==> config.mk <==
export PLATFORM = sky130hd
export DESIGN_NAME = mdu_sched
export DESIGN_NICKNAME = d
export VERILOG_FILES = /design/src/rtl/mdu_sched_pkg.sv /design/src/rtl/mdu_sched_hilo_reg.sv /design/src/rtl/mdu_sched.sv
export SDC_FILE = /design/constraint.sdc
export NUM_CORES = 1
export LEC_CHECK = 0
export CORE_AREA = 8 8 113 115
export DETAILED_ROUTE_END_ITERATION = 8
export DIE_AREA = 0 0 121 123
export PLACE_DENSITY_LB_ADDON = 0.25
export SYNTH_ARGS = -nofsm -noshare
export SYNTH_HDL_FRONTEND = slang
export SYNTH_SLANG_ARGS = --single-unit
==> constraint.sdc <==
create_clock -name clk -period 3.6 [get_ports clk]
set_input_delay 0.72 -clock clk [delete_from_list [all_inputs] [get_ports clk]]
set_output_delay 0.72 -clock clk [all_outputs]
set_load 0.01 [all_outputs]
==> src/rtl/mdu_sched_pkg.sv <==
// Shared MDU operation codes and decode helpers for the multiply/divide scheduler.
package mdu_sched_pkg;

  localparam int OP_W = 3;

  typedef enum logic [OP_W-1:0] {
    MDU_OP_MULT  = 3'd0,
    MDU_OP_MULTU = 3'd1,
    MDU_OP_DIV   = 3'd2,
    MDU_OP_DIVU  = 3'd3,
    MDU_OP_MTHI  = 3'd4,
    MDU_OP_MTLO  = 3'd5
  } mdu_op_e;

  function automatic logic op_is_arith(input logic [OP_W-1:0] op);
    return (op == MDU_OP_MULT) || (op == MDU_OP_MULTU) ||
           (op == MDU_OP_DIV)  || (op == MDU_OP_DIVU);
  endfunction

  function automatic logic op_is_div(input logic [OP_W-1:0] op);
    return (op == MDU_OP_DIV) || (op == MDU_OP_DIVU);
  endfunction

  function automatic logic op_is_signed(input logic [OP_W-1:0] op);
    return (op == MDU_OP_MULT) || (op == MDU_OP_DIV);
  endfunction

endpackage

==> src/rtl/mdu_sched_hilo_reg.sv <==
// Architectural HI/LO register pair with independent write enables.
module hilo_reg #(
  parameter int DATA_W = 32
) (
  input  logic              clk,
  input  logic              rst,
  input  logic              hi_we,
  input  logic [DATA_W-1:0] hi_wdata,
  input  logic              lo_we,
  input  logic [DATA_W-1:0] lo_wdata,
  output logic [DATA_W-1:0] hi,
  output logic [DATA_W-1:0] lo
);

  always_ff @(posedge clk) begin
    if (!rst) begin
      hi <= '0;
      lo <= '0;
    end else begin
      if (hi_we) hi <= hi_wdata;
      if (lo_we) lo <= lo_wdata;
    end
  end

endmodule

==> src/rtl/mdu_sched.sv <==
// Issues MDU-class instructions to the external mdu_core, stalls EX until the
// result returns (or the watchdog gives up), and owns HI/LO.
module mdu_sched
  import mdu_sched_pkg::*;
#(
  parameter int DATA_W   = 32,
  parameter int WATCHDOG = 64
) (
  input  logic              clk,
  input  logic              rst,
  input  logic              req_valid,
  input  logic [2:0]        req_op,
  input  logic [DATA_W-1:0] src_a,
  input  logic [DATA_W-1:0] src_b,
  input  logic              ex_stall,
  output logic              stallreq_for_ex,
  output logic              mdu_start,
  output logic              mdu_is_div,
  output logic              mdu_signed,
  output logic [DATA_W-1:0] mdu_a,
  output logic [DATA_W-1:0] mdu_b,
  output logic              mdu_cancel,
  input  logic              mdu_done,
  input  logic [DATA_W-1:0] mdu_hi,
  input  logic [DATA_W-1:0] mdu_lo,
  output logic [DATA_W-1:0] hi,
  output logic [DATA_W-1:0] lo,
  output logic              err
);

  typedef enum logic [1:0] {ST_IDLE, ST_BUSY, ST_HOLD} state_e;

  localparam int CNT_W = $clog2(WATCHDOG);
  localparam logic [CNT_W-1:0] WD_LAST = CNT_W'(WATCHDOG - 1);

  state_e            state_reg;
  logic [CNT_W-1:0]  cnt_reg;
  logic              err_reg;

  logic              op_arith;
  logic              div_by_zero;
  logic              in_idle;
  logic              in_busy;
  logic              wd_expire;
  logic              hi_we;
  logic              lo_we;
  logic [DATA_W-1:0] hi_wdata;
  logic [DATA_W-1:0] lo_wdata;

  // Start/stall/cancel are combinational so the core starts in the EX cycle itself.
  always_comb begin
    op_arith    = req_valid && op_is_arith(req_op);
    div_by_zero = op_arith && op_is_div(req_op) && (src_b == '0);
    in_idle     = rst && (state_reg == ST_IDLE);
    in_busy     = rst && (state_reg == ST_BUSY);
    wd_expire   = in_busy && !mdu_done && (cnt_reg == WD_LAST);

    mdu_start       = in_idle && op_arith && !div_by_zero;
    mdu_cancel      = wd_expire;
    stallreq_for_ex = mdu_start || (in_busy && !mdu_done && !wd_expire);
  end

  assign mdu_is_div = op_is_div(req_op);
  assign mdu_signed = op_is_signed(req_op);
  assign mdu_a      = src_a;
  assign mdu_b      = src_b;

  // Divide-by-zero is resolved locally: HI takes the dividend, LO all ones.
  always_comb begin
    hi_we    = 1'b0;
    lo_we    = 1'b0;
    hi_wdata = '0;
    lo_wdata = '0;
    if (in_busy && mdu_done) begin
      hi_we    = 1'b1;
      lo_we    = 1'b1;
      hi_wdata = mdu_hi;
      lo_wdata = mdu_lo;
    end else if (div_by_zero && in_idle) begin
      hi_we    = 1'b1;
      lo_we    = 1'b1;
      hi_wdata = src_a;
      lo_wdata = '1;
    end else if (in_idle && req_valid && (req_op == MDU_OP_MTHI)) begin
      hi_we    = 1'b1;
      hi_wdata = src_a;
    end else if (in_idle && req_valid && (req_op == MDU_OP_MTLO)) begin
      lo_we    = 1'b1;
      lo_wdata = src_a;
    end
  end

  always_ff @(posedge clk) begin
    if (!rst) begin
      state_reg <= ST_IDLE;
      cnt_reg   <= '0;
      err_reg   <= 1'b0;
    end else begin
      case (state_reg)
        ST_IDLE: begin
          if (mdu_start) begin
            state_reg <= ST_BUSY;
            cnt_reg   <= '0;
          end
        end
        ST_BUSY: begin
          if (mdu_done) begin
            state_reg <= ex_stall ? ST_HOLD : ST_IDLE;
          end else if (wd_expire) begin
            err_reg   <= 1'b1;
            state_reg <= ex_stall ? ST_HOLD : ST_IDLE;
          end else begin
            cnt_reg <= cnt_reg + 1'b1;
          end
        end
        ST_HOLD: begin
          // The finished instruction is still in EX; never reissue it.
          if (!ex_stall) state_reg <= ST_IDLE;
        end
        default: state_reg <= ST_IDLE;
      endcase
    end
  end

  assign err = err_reg;

  hilo_reg #(.DATA_W(DATA_W)) u_hilo (
    .clk      (clk),
    .rst      (rst),
    .hi_we    (hi_we),
    .hi_wdata (hi_wdata),
    .lo_we    (lo_we),
    .lo_wdata (lo_wdata),
    .hi       (hi),
    .lo       (lo)
  );

endmodule

==> summary.md <==
| Metric | Value |
|---|---|
| LEAKAGE | 2.204 nW |
| Clk Latency, worst-skew pair | 0.33 ns |
| Slew Viols, Final | 0 |
| Hold_sp | u_hilo.lo[31] |
| Worst Setup Start Kind | primary input |
| Worst VDD drop | 0.1842 mV |
| Final nets | 807 |
| Setup violators final | 0 |
| Worst Hold Path EP | u_hilo.lo[31] |
| Status | complete, no violations |
| Setup CP Type | in2out |
| Placed cell count | 802 |
| Clk_skew | 0.007878 ns |
| DRC | 0 |
| Final core occ | 0.5879 |
| ANT cells | 0 |
| Unrepaired setup endpoints after global routing | false |
| R2r startpoint | state_reg[1] |
| Syn_nets | 616 |
| Pin count of the biggest net entering global routing | 39 |
| Final hold vios | 0 |
| CTS clk-pin slew, worst paths | 0.06 ns |
| Total Routing Usage GR | 0.2153 |
| Core area | 0.01108 sq mm |
| Fmax | 285.7 MHz |
| Final wirelength | 16740 microns |
| CTS max path bufs | 2 |
| Mean routed wirelength per cell | 20.48 microns |
| R2R setup slack | 1.05 ns |
| Critical path endpoint category | output port |
| Sequential fraction of the synthesis area | 0.3763 |
| Ys async rst share | 0 |
| Worst Setup SP | src_b[7] |
| Synthesis warning total | 0 |
| Max-slew headroom | 0.3133 |
| Post-synth EDFFs | 0 |
| Synth top area cells | dfxtp_1, buf_4, a21oi_1 |
| Worst r2r dst | u_hilo.hi[14] |
| Tightest Hold Check Type | reg2reg |
| Number of antenna violations at the first check in global routing | 0 |
| Avg Vias per Cell | 5.550 |
| Rows | 39 |
| Synth top area share | 0.3763 |
| Area grow syn2layout | 67.69% |
| CTS tree | built |
| GP Congestion | 0.8251 |
| Pwr/cell area | 326.7 mW/mm^2 |
| Htree depth | 3 |
| Io pins | 270 |
| Worst-margin pin slew | 1.028 ns |
| Starting Density | 0.3506 |
| Layout cell share with drive strength beyond 1 | 0.06380 |
| Worst reg-to-reg path cell count | 5 |
| Cts bufs inserted | 9 |
| Worst path required time | 2.88 ns |
| Root Driver | clkbuf_16 |
| Mapped Cells | 479 |
| Cell taking the most area after synthesis | dfxtp_1 |
| Crit share post-route | 0.9722 |
| Clock sink count | 73 |
| Dominant synthesized flop cell | dfxtp_1 |
| Critical path data arrival time | 2.78 ns |
| Total grt overflow | 0 |
| # port buffers | 269 |
| Placed wire-length estimate | 12440 microns |
| Distinct cells, synth | 40 |
| Pre-antenna DRT Iters | 5 |
| Postcts setup bufs | 0 |
| ANT nets after route | 0 |
| First-pass GRT wire length | 25470 microns |
| Die H | 123 microns |
| Synth top cells by count | dfxtp_1, a21oi_1, buf_4 |
| Crit-path max FO | 2 |
| Final Instance Count excl. Fillers | 817 |
| Syn_area_per_cell | 8.108 sq um |
| Top-count cell post-synth | dfxtp_1 |
| Syn Std Cell Area | 0.003884 sq mm |
| Die width | 121 microns |
| Synth Register Bits | 73 |
| Vias in the first global route | 4718 |
| DR iter-0 viols | 430 |
| Max-Cap Viols | 0 |
| Final min period | 3.500 ns |
| Hold-critical path depth | 2 |
| Total number of vias | 4534 |
| Die area | 0.01488 sq mm |
## layer usage
layer | share of wire | GRT usage | vias up
met5 | 0 | 0 | -
met2 | 0.49 | 0.3775 | 257
met4 | 0.020 | 0.08119 | 0
li1 | - | - | 2111
met1 | 0.38 | 0.2337 | 2144
met3 | 0.11 | 0.07854 | 22
## placed cells by master, fill, tap and decap left out, types with 2 or more instances in the layout
cell type        instances
a21oi_1                 70
a221oi_1                32
a31oi_1                 32
buf_4                   19
clkbuf_16                9
clkdlybuf4s15_1          2
clkdlybuf4s50_1        267
clkinv_2                 2
clkinvlp_4               2
dfxtp_1                 73
inv_1                    2
nand2_1                 38
nand3_1                  4
nand4_1                  2
nor2_1                   3
nor2b_1                  2
nor3_1                   2
nor4_1                   6
o21ai_0                 54
o21ai_1                 12
o21bai_1                 2
o31ai_1                  6
or4_1                    7
or4_4                    2
## worst max path at each step
stage	endpoint	slack, ns	depth (start not counted)
final	stallreq_for_ex	0.10	7
after global routing	stallreq_for_ex	0.008	7
after CTS	stallreq_for_ex	0.03	7
after detailed placement	stallreq_for_ex	-0.33	7
after global placement	stallreq_for_ex	-0.27	7
after floorplan	stallreq_for_ex	0.56	5
## cells by family after synthesis
family,after synthesis,synth area share
AO/OA/AOI/OAI,212,0.3231
buffers and inverters,112,0.1830
AND/OR/NAND/NOR,81,0.1144
flip-flops,73,0.3763
adder cells (fa/ha/maj),1,0.003221
## report_power, final
group          internal, mW  switching, mW  leakage, nW
combinational         0.282          0.182         1.49
clock                 0.461          0.346        0.124
sequential            0.839         0.0176        0.592
## metrics by stage
stage          total power [mW]  instance area (sq um)  TNS [ns]  setup slack (ns)  hold WS (ns)
3_5_place_dp              1.338                   6233   -0.6269           -0.3274        0.4441
5_1_grt                   2.220                   6513         0          0.007504        0.4732
4_1_cts                   2.149                   6505         0           0.03411        0.4522
3_3_place_gp              1.333                   6233   -0.4981           -0.2656        0.4373
6_report                  2.127                   6513         0            0.1002        0.4495
2_1_floorplan             1.047                   3884         0            0.5613        0.4519
## what timing repair did
item	in CTS	in global routing
pin swaps	1	0
hold buffers	0	0
endpoints found under the setup margin	2	2
gates resized for setup	4	3
## worst max-delay path: stages
cell and delay [ns]:
clkdlybuf4s50_1 0.41, or4_1 0.52, or4_4 0.51, nor3_4 0.16, nor3_2 0.08, o21bai_1 0.15
clkdlybuf4s15_1 0.24
## final cells by class
type	instances	area, sq um
Timing Repair Buffer	289	2855
Clock buffer	10	229.0
Sequential cell	73	1461
Clock inverter	5	33.78
Tap cell	143	178.9
Fill cell	1018	4564
Inverter	3	11.26
Multi-Input combinational cell	294	1743
Power figures use the tool's default switching activity.
